## src/rtl/mem_lane_arbiter_if.sv

```systemverilog
// SRAM-like memory port (req / addr_ok / data_ok) shared by mem_lane_arbiter
// (master) and the memory or bus bridge behind it (slave).
interface mem_lane_arbiter_if #(
    parameter int DATA_W = 32
);
    logic              mem_req;
    logic              mem_wr;
    logic [5:0]        mem_op;
    logic [DATA_W-1:0] mem_addr;
    logic [DATA_W-1:0] mem_wdata;
    logic              mem_addr_ok;
    logic              mem_data_ok;
    logic [DATA_W-1:0] mem_rdata;

    modport master (
        output mem_req, mem_wr, mem_op, mem_addr, mem_wdata,
        input  mem_addr_ok, mem_data_ok, mem_rdata
    );

    modport slave (
        input  mem_req, mem_wr, mem_op, mem_addr, mem_wdata,
        output mem_addr_ok, mem_data_ok, mem_rdata
    );
endinterface

```

## src/rtl/mem_lane_arbiter.sv

```systemverilog
// E-stage memory arbiter for a multi-issue core: checks alignment, gates lanes
// behind earlier exceptions, serialises surviving ops in lane order onto one
// SRAM-like port and steers returning data back to its lane via a tag FIFO.
// Optional LL/SC link-bit tracking is enabled with `define MEM_ARB_LLSC_EN.
module mem_lane_arbiter #(
    parameter int LANES       = 2,
    parameter int OUTSTANDING = 2,
    parameter int DATA_W      = 32
) (
    input  logic                     clk,
    input  logic                     rst,
    input  logic                     flush,
    input  logic [LANES-1:0]         E_exp,
    input  logic [LANES-1:0]         E_mem_en,
    input  logic [LANES-1:0]         E_mem_ren,
    input  logic [LANES-1:0]         E_mem_wen,
    input  logic [6*LANES-1:0]       E_mem_op,
    input  logic [DATA_W*LANES-1:0]  E_mem_addr,
    input  logic [DATA_W*LANES-1:0]  E_mem_wdata,
    output logic [LANES-1:0]         E_mem_adel,
    output logic [LANES-1:0]         E_mem_ades,
    output logic [LANES-1:0]         E_mem_sel,
    output logic                     stall,
    output logic [DATA_W*LANES-1:0]  M_mem_rdata,
    output logic [LANES-1:0]         M_mem_valid,
    mem_lane_arbiter_if.master       mem
);
    localparam logic [5:0] OP_LH  = 6'h21;
    localparam logic [5:0] OP_LW  = 6'h23;
    localparam logic [5:0] OP_LHU = 6'h25;
    localparam logic [5:0] OP_SH  = 6'h29;
    localparam logic [5:0] OP_SW  = 6'h2b;
    localparam logic [5:0] OP_LL  = 6'h30;
    localparam logic [5:0] OP_SC  = 6'h38;

    localparam int LW = (LANES > 1) ? $clog2(LANES) : 1;
    localparam int PW = (OUTSTANDING > 1) ? $clog2(OUTSTANDING) : 1;
    localparam int CW = $clog2(OUTSTANDING + 1);

    typedef enum logic {IDLE, BUSY} state_t;

    typedef struct packed {
        logic [LW-1:0] lane;
        logic          discard;
        logic          sc;
    } tag_t;

    logic [5:0]        op_l    [LANES];
    logic [DATA_W-1:0] addr_l  [LANES];
    logic [DATA_W-1:0] wdata_l [LANES];
    logic [LANES-1:0]  adel, ades, sel, sc_fail;
    logic [LANES-1:0]  pend, pend_q, pend_left, issue_oh;
    logic [LW-1:0]     issue_lane;
    logic              found;
    state_t            state, state_next;
    tag_t              fifo [OUTSTANDING];
    tag_t              new_tag, head;
    logic [PW-1:0]     wr_ptr, rd_ptr;
    logic [CW-1:0]     count, count_next;
    logic              full, accept, pop, start, done, head_discard;
    logic [DATA_W-1:0] pop_data;
    logic [DATA_W-1:0] rdata_q [LANES];
    logic [LANES-1:0]  valid_q;
    logic              unused_ren;
`ifdef MEM_ARB_LLSC_EN
    localparam logic [5:0] OP_SB = 6'h28;
    logic              llbit;
`endif

    // Read enables carry no information beyond the op code here.
    assign unused_ren = ^E_mem_ren;
    assign full       = (count == CW'(OUTSTANDING));

    function automatic logic [PW-1:0] ptr_inc(input logic [PW-1:0] p);
        return (p == PW'(OUTSTANDING - 1)) ? '0 : p + 1'b1;
    endfunction

    // Per-lane alignment checks; a blocked lane kills itself and every higher lane.
    always_comb begin
        logic kill;
        // NOTE: every combinational output gets a default first so no path leaves it unassigned (no latch).
        kill    = 1'b0;
        adel    = '0;
        ades    = '0;
        sel     = '0;
        sc_fail = '0;
        for (int i = 0; i < LANES; i++) begin
            op_l[i]    = E_mem_op[6*i +: 6];
            addr_l[i]  = E_mem_addr[DATA_W*i +: DATA_W];
            wdata_l[i] = E_mem_wdata[DATA_W*i +: DATA_W];
            adel[i] = ((op_l[i] == OP_LW || op_l[i] == OP_LL) && addr_l[i][1:0] != 2'b00) ||
                      ((op_l[i] == OP_LH || op_l[i] == OP_LHU) && addr_l[i][0]);
            ades[i] = ((op_l[i] == OP_SW || op_l[i] == OP_SC) && addr_l[i][1:0] != 2'b00) ||
                      (op_l[i] == OP_SH && addr_l[i][0]);
            kill    = kill | E_exp[i] | adel[i] | ades[i];
            sel[i]  = E_mem_en[i] & ~kill;
`ifdef MEM_ARB_LLSC_EN
            // A store-conditional without a live link completes locally with no request.
            sc_fail[i] = sel[i] & (op_l[i] == OP_SC) & ~llbit;
`endif
        end
    end

    assign E_mem_adel = adel;
    assign E_mem_ades = ades;
    assign E_mem_sel  = sel;

    // Present the lowest pending lane on the memory port.
    always_comb begin
        pend = (state == IDLE) ? ((rst || flush) ? '0 : (sel & ~sc_fail)) : pend_q;
        issue_oh   = '0;
        issue_lane = '0;
        found      = 1'b0;
        for (int i = 0; i < LANES; i++) begin
            if (pend[i] && !found) begin
                issue_oh[i] = 1'b1;
                issue_lane  = LW'(i);
                found       = 1'b1;
            end
        end
        mem.mem_req   = found & ~full & ~flush & ~rst;
        mem.mem_wr    = 1'b0;
        mem.mem_op    = '0;
        mem.mem_addr  = '0;
        mem.mem_wdata = '0;
        if (found) begin
            mem.mem_wr    = E_mem_wen[issue_lane];
            mem.mem_addr  = addr_l[issue_lane];
            mem.mem_wdata = wdata_l[issue_lane];
            // LL/SC look like plain word accesses to the memory.
            case (op_l[issue_lane])
                OP_SC:   mem.mem_op = OP_SW;
                OP_LL:   mem.mem_op = OP_LW;
                default: mem.mem_op = op_l[issue_lane];
            endcase
        end
    end

    // Accept/response bookkeeping and next-state; stall while the group is unfinished.
    always_comb begin
        accept       = mem.mem_req & mem.mem_addr_ok;
        new_tag.lane    = issue_lane;
        new_tag.discard = 1'b0;
        new_tag.sc      = (op_l[issue_lane] == OP_SC);
        // With an empty FIFO a same-cycle data_ok belongs to the request being pushed.
        pop          = mem.mem_data_ok & ((count != '0) | accept);
        head         = (count != '0) ? fifo[rd_ptr] : new_tag;
        head_discard = head.discard | flush;
        pop_data     = head.sc ? DATA_W'(1) : mem.mem_rdata;
        count_next   = count + CW'(accept) - CW'(pop);
        pend_left    = flush ? '0 : (pend & ~(accept ? issue_oh : '0));
        done         = (pend_left == '0) && (count_next == '0);
        start        = (state == IDLE) && (sel != '0) && !flush && !rst;
        state_next   = state;
        case (state)
            IDLE:    if (start && !done) state_next = BUSY;
            BUSY:    if (done)           state_next = IDLE;
            default:                     state_next = IDLE;
        endcase
        // Stall drops on the completing cycle so the held group is not replayed.
        stall = ~rst & (state_next == BUSY);
    end

    // FSM state and remaining-lane mask.
    always_ff @(posedge clk) begin
        // NOTE: sequential state uses non-blocking assignments so every register samples pre-edge values.
        if (rst) begin
            state  <= IDLE;
            pend_q <= '0;
        end else begin
            state  <= state_next;
            pend_q <= (state_next == BUSY) ? pend_left : '0;
        end
    end

    // Tag FIFO pointers and occupancy.
    always_ff @(posedge clk) begin
        if (rst) begin
            wr_ptr <= '0;
            rd_ptr <= '0;
            count  <= '0;
        end else begin
            if (accept) wr_ptr <= ptr_inc(wr_ptr);
            if (pop)    rd_ptr <= ptr_inc(rd_ptr);
            count <= count_next;
        end
    end

    // Tag FIFO storage; a flush marks everything in flight as discard.
    always_ff @(posedge clk) begin
        // NOTE: tag storage is not reset; count alone decides which entries are live.
        if (flush) begin
            for (int k = 0; k < OUTSTANDING; k++) fifo[k].discard <= 1'b1;
        end
        if (accept) fifo[wr_ptr] <= new_tag;
    end

    // Per-lane result capture, cleared when a group starts or is flushed.
    always_ff @(posedge clk) begin
        if (rst) begin
            for (int i = 0; i < LANES; i++) rdata_q[i] <= '0;
            valid_q <= '0;
        end else begin
            if (start || flush) begin
                for (int i = 0; i < LANES; i++) rdata_q[i] <= '0;
                valid_q <= start ? sc_fail : '0;
            end
            if (pop && !head_discard) begin
                rdata_q[head.lane] <= pop_data;
                valid_q[head.lane] <= 1'b1;
            end
        end
    end

`ifdef MEM_ARB_LLSC_EN
    // LL/SC link bit: set by an accepted LL, cleared by any accepted store.
    always_ff @(posedge clk) begin
        if (rst) begin
            llbit <= 1'b0;
        end else if (accept) begin
            if (op_l[issue_lane] == OP_LL) llbit <= 1'b1;
            else if (op_l[issue_lane] inside {OP_SW, OP_SH, OP_SB, OP_SC}) llbit <= 1'b0;
        end
    end
`endif

    // Hold results of the last group; unselected lanes read as zero.
    always_comb begin
        M_mem_rdata = '0;
        for (int i = 0; i < LANES; i++) begin
            M_mem_rdata[DATA_W*i +: DATA_W] = valid_q[i] ? rdata_q[i] : '0;
        end
    end

    assign M_mem_valid = valid_q;
endmodule

```

## src/flat_wrapper.sv

```systemverilog
// flat-port wrapper written by rule: the top's interface ports become plain ports
module mem_lane_arbiter_flat 
#(
    parameter int LANES       = 2,
    parameter int OUTSTANDING = 2,
    parameter int DATA_W      = 32
)
  (clk, rst, flush, E_exp, E_mem_en, E_mem_ren, E_mem_wen, E_mem_op, E_mem_addr, E_mem_wdata, E_mem_adel, E_mem_ades, E_mem_sel, stall, M_mem_rdata, M_mem_valid, mem_mem_req, mem_mem_wr, mem_mem_op, mem_mem_addr, mem_mem_wdata, mem_mem_addr_ok, mem_mem_data_ok, mem_mem_rdata);
  mem_lane_arbiter_if #(.DATA_W(DATA_W)) mem_i ();
  input  logic clk;
  input  logic rst;
  input  logic flush;
  input  logic [LANES-1:0] E_exp;
  input  logic [LANES-1:0] E_mem_en;
  input  logic [LANES-1:0] E_mem_ren;
  input  logic [LANES-1:0] E_mem_wen;
  input  logic [6*LANES-1:0] E_mem_op;
  input  logic [DATA_W*LANES-1:0] E_mem_addr;
  input  logic [DATA_W*LANES-1:0] E_mem_wdata;
  output logic [LANES-1:0] E_mem_adel;
  output logic [LANES-1:0] E_mem_ades;
  output logic [LANES-1:0] E_mem_sel;
  output logic stall;
  output logic [DATA_W*LANES-1:0] M_mem_rdata;
  output logic [LANES-1:0] M_mem_valid;
  output wire logic [$bits(mem_i.mem_req)-1:0] mem_mem_req;
  output wire logic [$bits(mem_i.mem_wr)-1:0] mem_mem_wr;
  output wire logic [$bits(mem_i.mem_op)-1:0] mem_mem_op;
  output wire logic [$bits(mem_i.mem_addr)-1:0] mem_mem_addr;
  output wire logic [$bits(mem_i.mem_wdata)-1:0] mem_mem_wdata;
  input wire logic [$bits(mem_i.mem_addr_ok)-1:0] mem_mem_addr_ok;
  input wire logic [$bits(mem_i.mem_data_ok)-1:0] mem_mem_data_ok;
  input wire logic [$bits(mem_i.mem_rdata)-1:0] mem_mem_rdata;
  assign mem_mem_req = mem_i.mem_req;
  assign mem_mem_wr = mem_i.mem_wr;
  assign mem_mem_op = mem_i.mem_op;
  assign mem_mem_addr = mem_i.mem_addr;
  assign mem_mem_wdata = mem_i.mem_wdata;
  assign mem_i.mem_addr_ok = mem_mem_addr_ok;
  assign mem_i.mem_data_ok = mem_mem_data_ok;
  assign mem_i.mem_rdata = mem_mem_rdata;
  mem_lane_arbiter #(.LANES(LANES), .OUTSTANDING(OUTSTANDING), .DATA_W(DATA_W)) u_core (.clk(clk), .rst(rst), .flush(flush), .E_exp(E_exp), .E_mem_en(E_mem_en), .E_mem_ren(E_mem_ren), .E_mem_wen(E_mem_wen), .E_mem_op(E_mem_op), .E_mem_addr(E_mem_addr), .E_mem_wdata(E_mem_wdata), .E_mem_adel(E_mem_adel), .E_mem_ades(E_mem_ades), .E_mem_sel(E_mem_sel), .stall(stall), .M_mem_rdata(M_mem_rdata), .M_mem_valid(M_mem_valid), .mem(mem_i));
endmodule
```

## config.mk

```make
export PLATFORM = sky130hd
export DESIGN_NAME = mem_lane_arbiter_flat
export DESIGN_NICKNAME = d
export VERILOG_FILES = /design/src/rtl/mem_lane_arbiter_if.sv /design/src/rtl/mem_lane_arbiter.sv /design/src/flat_wrapper.sv
export SDC_FILE = /design/constraint.sdc
export NUM_CORES = 1
export LEC_CHECK = 0
export CORE_AREA = 2 2 128 130
export CTS_CLUSTER_SIZE = 30
export DETAILED_ROUTE_END_ITERATION = 7
export DIE_AREA = 0 0 130 132
export PLACE_DENSITY = 0.81
export SETUP_SLACK_MARGIN = 0.02
export SLEW_MARGIN = 20
export SYNTH_ARGS = -nofsm -noshare
export SYNTH_HDL_FRONTEND = slang
export SYNTH_SLANG_ARGS = --single-unit
```

## constraint.sdc

```tcl
create_clock -name clk -period 8.6 [get_ports clk]
set_input_delay 1.72 -clock clk [delete_from_list [all_inputs] [get_ports clk]]
set_output_delay 1.72 -clock clk [all_outputs]
set_load 0.01 [all_outputs]
```

# After elaboration in Yosys (flattened, before gate mapping)
# Memory sizes are Yosys's and may differ from the RTL's. A register that Yosys moved wholly into a read port is not among the register bits.
# Cells that the tools add are included.
[totals]
register_bits = 9
latchBits = 0
ramBits = 70
romBits = 0
in_bits = 185
output_inout_bits = 145
wordCells = 158
n_memories = 2
[classes]
add_sub_neg = 4
n_mul = 0
n_div = 0
n_lt_le_gt_ge = 4
eq_ne = 17
shift = 0
muxes = 56
bitwise = 28
reduce_logical = 41
[memory_table]
columns = ["memory", "words", "word_bits", "read_ports", "rd_clocked_by_memory_dff", "wr", "line", "text"]
rows = [
  ["u_core.rdata_q", 2, 32, 2, 0, 3, "mem_lane_arbiter.sv:62", "logic [DATA_W-1:0] rdata_q [LANES];"],
  ["u_core.fifo", 2, 3, 1, 1, 2, "mem_lane_arbiter.sv:56", "tag_t fifo [OUTSTANDING];"],
]
[op_table]
columns = ["operator", "n"]
rows = [
  ["$mux 32", 13],
  ["$eq 6x6->1 const B", 16],
  ["$mux 1", 26],
  ["$mux 6", 4],
  ["$logic_and 1x1->1", 16],
  ["$mux 2", 8],
  ["$logic_or 1x1->1", 12],
  ["$pmux 6 s2", 1],
  ["$or 1x1->1", 9],
  ["$and 1x1->1", 8],
  ["$reduce_bool 2->1", 4],
  ["$not 1->1", 7],
  ["$mux 3", 2],
  ["$logic_not 1->1", 5],
  ["$logic_not 2->1", 2],
  ["$lt 1x2->1 const B", 2],
  ["$reduce_or 3->1", 1],
  ["$add 1x1->1 const B", 2],
  ["$add 2x1->2", 1],
  ["$and 2x2->2", 1],
  ["$eq 2x2->1 const B", 1],
  ["$ge 2x2->1 const B", 1],
  ["$not 1->2", 1],
  ["$not 2->2", 1],
  ["6 further kinds", 6],
]

# Longest topological paths before layout
[logic_depth]
word_depth = 33
mapped_depth = 15
mapped_depth_nobuf = 14

# Worst setup path after synthesis
# No wires, ideal clock.
[synth_path]
path_kind = "input -> output"
from = "input port E_mem_addr[32]"
to = "output port stall"
t_arrival_ns = 4.483
required_time_ns = 6.880
path_slack_ns = 2.397
path_stages = 15
n_path_buf = 1
path_cell_list = "or2_2 a32oi_2 a221oi_1 o41a_1 buf_2 nor2_2 o21a_1 ha_1 inv_1 ha_1 xnor2_1 xnor2_1 nor2_1 o31ai_1 o221a_2"
[synth_between]
word_cells_on_any_way = 41
cone_classes = "2 x add/sub; 9 x mux; 13 x bitwise; 17 x reduce/logical"
[synth_rtl]
columns = ["item", "line", "text"]
rows = [
  ["start: declaration", "flat_wrapper.sv:18", "input logic [DATA_W*LANES-1:0] E_mem_addr;"],
  ["$reduce_bool 2->1", "mem_lane_arbiter.sv:91, mem_lane_arbiter.sv:93", ""],
  ["$logic_and 1x1->1", "mem_lane_arbiter.sv:91", "adel[i] = ((op_l[i] == OP_LW || op_l[i] == OP_LL) && addr_l[i][1:0] != 2'b00) ||"],
  ["$logic_or 1x1->1", "mem_lane_arbiter.sv:91", ""],
  ["$or 1x1->1", "mem_lane_arbiter.sv:95", "kill = kill | E_exp[i] | adel[i] | ades[i];"],
  ["$or 1x1->1 *", "mem_lane_arbiter.sv:95", ""],
  ["$not 1->1 *", "mem_lane_arbiter.sv:96", "sel[i] = E_mem_en[i] & ~kill;"],
  ["$and 1x1->1 *", "mem_lane_arbiter.sv:96", ""],
  ["$mux 2 * (2 in series)", "mem_lane_arbiter.sv:110", "pend = (state == IDLE) ? ((rst || flush) ? '0 : (sel & ~sc_fail)) : pend_q;"],
  ["(+6 left out)", "-", ""],
  ["named net u_core.accept", "mem_lane_arbiter.sv:60", "logic full, accept, pop, start, done, head_discard;"],
  ["(+2 left out)", "-", ""],
  ["named net u_core.pop", "mem_lane_arbiter.sv:60", ""],
  ["$sub 2x1->2 *", "mem_lane_arbiter.sv:150", "count_next = count + CW'(accept) - CW'(pop);"],
  ["$logic_not 2->1 *", "mem_lane_arbiter.sv:152", "done = (pend_left == '0) && (count_next == '0);"],
  ["$logic_and 1x1->1 *", "mem_lane_arbiter.sv:152", ""],
  ["$logic_not 1->1", "mem_lane_arbiter.sv:156", "IDLE: if (start && !done) state_next = BUSY;"],
  ["$logic_and 1x1->1", "mem_lane_arbiter.sv:156", ""],
  ["$mux 1", "mem_lane_arbiter.sv:156", ""],
  ["$pmux 1 s2 *", "mem_lane_arbiter.sv:155", "case (state)"],
  ["$and 1x1->1 *", "mem_lane_arbiter.sv:161", "stall = ~rst & (state_next == BUSY);"],
  ["end: declaration", "flat_wrapper.sv:23", "output logic stall;"],
]
# The timed path passes the listed nets; every way through them passes the cells marked *.

# Worst setup path after layout
# Same ends and word-level chain as after synthesis.

==> metrics <==
setup TNS 0 ps; Synthesized Nets approximately 620; largest net degree at the start of global routing 73; largest family of logic cells by synthesized area simple AND/OR/NAND/NOR gates; gr ovfl total 0; DRT Pass-1 Iters 4; commonest non-fill, non-tap cell in the layout clkdlybuf4s50_1; Detail Route Antenna Nets 0; WL/cell around 19 um; H-tree level count 3; vias in the first global route 4876; Hold Path Class flip-flop to flip-flop; most frequent cells in the layout clkdlybuf4s50_1 (327), edfxtp_1 (68), and2_1 (67), a22o_1 (65), nor3b_1 (63); max-slew violations 0; hold bufs inserted after CTS 0; Post-Route Skew between 5 and 6 ps; Slew Limit Headroom 32.6%; Residual DRC 0; Comb pwr share 26.0%; Reg power frac a little under 40%; # rows 46; hold slack 490 ps; proportion of layout cells with a drive suffix above 1 5.33%; Final #Nets 932; Hold EP u_core.fifo[0][1]; Die W roughly 130 um; Async SR Flop Fraction 0%; Final Util between 50% and 60%; routability-driven placement congestion ratio between 0.8 and 0.9; final setup vio count 0; Crit Path Class input port to output pin; mux share of post-synthesis cell area approximately 1.7%; Reg2Reg Depth 8; DP Cell Count 950; Skew-Pair Late Insertion Delay 330 ps; reg2reg end u_core.rdata_q[1][11]; CTS tree built; crit path buf inv count 3; first-pass GRT wire length roughly 27000 um; Post-synth EDFFs 68; min cycle time layout ~7600 ps; reg2reg start u_core.state; VDD IR-drop max between 0.00007 and 0.00008 V; peak per-stage delay on the critical path ~560 ps; RSZ-0062 raised after global routing false; Clock Sinks 80; cell count after synthesis about 440; Pint 0.857 mW; Hold Vio Cnt, Final 0; core area 15700 um2; Resized cells post-CTS 0; Main synth FF type edfxtp_1; fillers approximately 1400; # Post-CTS Setup Buffers 0; Global Route Usage Sum around a fifth; Synth Area in Simple Gates 25.6%; Leak Pwr 3.04 nW; #FFs+latches synth 80; Clock power frac roughly a third; DR vias/cell between 4 and 5; xor and xnor area share after synthesis less than 1%; maxcap violations 0; crit start category input port; Netlist cell types 52; CTS root buf clkbuf_16; Reg2Reg Setup Slack roughly 4500 ps; Detailed Route Iter0 Violations 343; clk slew on worst S/H paths approximately 60 ps; f_max roughly 130 MHz; Crit Path Max Fanout 9; Net Switching ~0.32 mW; sequential area share after synthesis a little under half; DP HPWL about 14000 um; Setup Slack @ Placement ~1000 ps; WL final about 18000 um; initial antenna violation count 0; Mapped Area 4780 um2; Synthesis Warnings 0; Synth Area in Adders less than 1%; CP delay by family, top compound AO/OA/AOI/OAI gates; synthesis-to-layout area growth 78.3%; Net Sw Frac around 27%; initial core utilization 30.4%; Setup crit end kind output pin; detailed-route via count 4742; Clock Tree Buf Depth 2; compound-gate portion of the synthesized area approximately a fifth; Least-Margin Pin Slew just over 1000 ps; Syn Area/Cell between 10 and 15 um2; outcome finished, final reports clean; Crit path required time ~6900 ps; Critical-path top delay cell clkdlybuf4s50_1; n_diodes 0; die height ~130 um; min-delay src u_core.fifo[0][1]; crit path DAT approximately 5900 ps; PwrDens roughly 140 nW/um2; die area about 17000 um2; non-filler cells, final ~970; Boundary Pins 330; hold path depth 2; CTS Buf Count 9; number of buffers added on ports around 330; Final Cycle Share a little under 90%; CP cell instances clkdlybuf4s50_1 > or2_2 > a32oi_2 > a221oi_1 > o41a_1 > nor2_2 > o21a_1 > ha_1 > inv_1 > ha_1 > xnor2_1 > xnor2_1 > nor2_1 > o31ai_1 > o221a_2 > clkdlybuf4s50_1; Worst Slack Setup Final between 1000 and 1500 ps
flip-flops by register name, indices dropped and copies added, names as in the netlist, named ones only:
name,flops
u_core.M_mem_valid,2
u_core.fifo,6
u_core.wr_ptr,1
u_core.pend_q,2
u_core.count,2
u_core.state,1
u_core.rd_ptr,1
u_core.rdata_q,64
worst min-delay path: cells and delay by family, from the launching register on:
kind,cells,cell delay (ps)
AND/OR/NAND/NOR,2,130
flip-flops,1,320
cell usage after synthesis, types with 4 or more instances:
| master | number | share of area, % |
|---|---|---|
| edfxtp_1 | 68 | 43 |
| and2_1 | 67 | 8.8 |
| a22o_1 | 65 | 12 |
| nor3b_1 | 63 | 9.9 |
| clkbuf_1 | 20 | 1.6 |
| nor2_1 | 18 | 1.4 |
| dfxtp_1 | 12 | 5.0 |
| inv_1 | 10 | 0.79 |
| buf_2 | 9 | 0.94 |
| nand2_1 | 9 | 0.71 |
| nor2b_1 | 7 | 0.92 |
| nor3_1 | 7 | 0.73 |
| buf_6 | 6 | 1.4 |
| mux2i_1 | 6 | 1.3 |
| nand2b_1 | 5 | 0.65 |
| a21oi_1 | 4 | 0.42 |
| o21ai_0 | 4 | 0.42 |
per-layer routing:
metal	vias to the layer above	routed length (um)	global-route usage (%)
met5	-	0	0
met3	19	1400	5.03
met2	229	9750	38.7
met4	0	352	6.15
li1	2268	-	-
met1	2226	6800	23.4
area by class of cell:
type	instances	area [um2]	share of cell area, %
Timing Repair Buffer	332	3310	38.8
Tap cell	216	270	3.17
Sequential cell	80	2280	26.8
Multi-Input combinational cell	312	2300	27.0
Clock buffer	10	229	2.69
Inverter	10	37.5	0.440
Clock inverter	6	92.6	1.09
cell families after synthesis:
family                     Yosys count
DFF                                 80
and+or+nand+nor                    193
muxes                                8
adders and majority gates            2
buffers and inverters               45
AOI/OAI and AO/OA                  106
xor gates and xnor gates             3
power by group through the flow:
stage	Combinational, mW	Clock [mW]	Sequential (mW)
after detailed placement	0.308	0	0.473
after global routing	0.332	0.432	0.469
after CTS	0.308	0.415	0.465
after global placement	0.302	0	0.472
final	0.307	0.408	0.465
after floorplan	0.187	0	0.466
metrics by stage:
step / cell area [um2] / total power [mW]
after detailed placement: 8200 / 0.781
after global placement: 8200 / 0.774
after CTS: 8520 / 1.19
after global routing: 8520 / 1.23
after floorplan: 4780 / 0.653
final: 8520 / 1.18
worst max path at each step:
stage,startpoint,endpoint,cells after the start
detailed placement,E_mem_addr[33],stall,16
floorplan,E_mem_addr[32],stall,15
global route,E_mem_addr[33],stall,16
global placement,E_mem_addr[32],stall,16
CTS,E_mem_addr[33],stall,16
finish,E_mem_addr[32],stall,16
No activity file was read; power rests on OpenSTA's default activity.
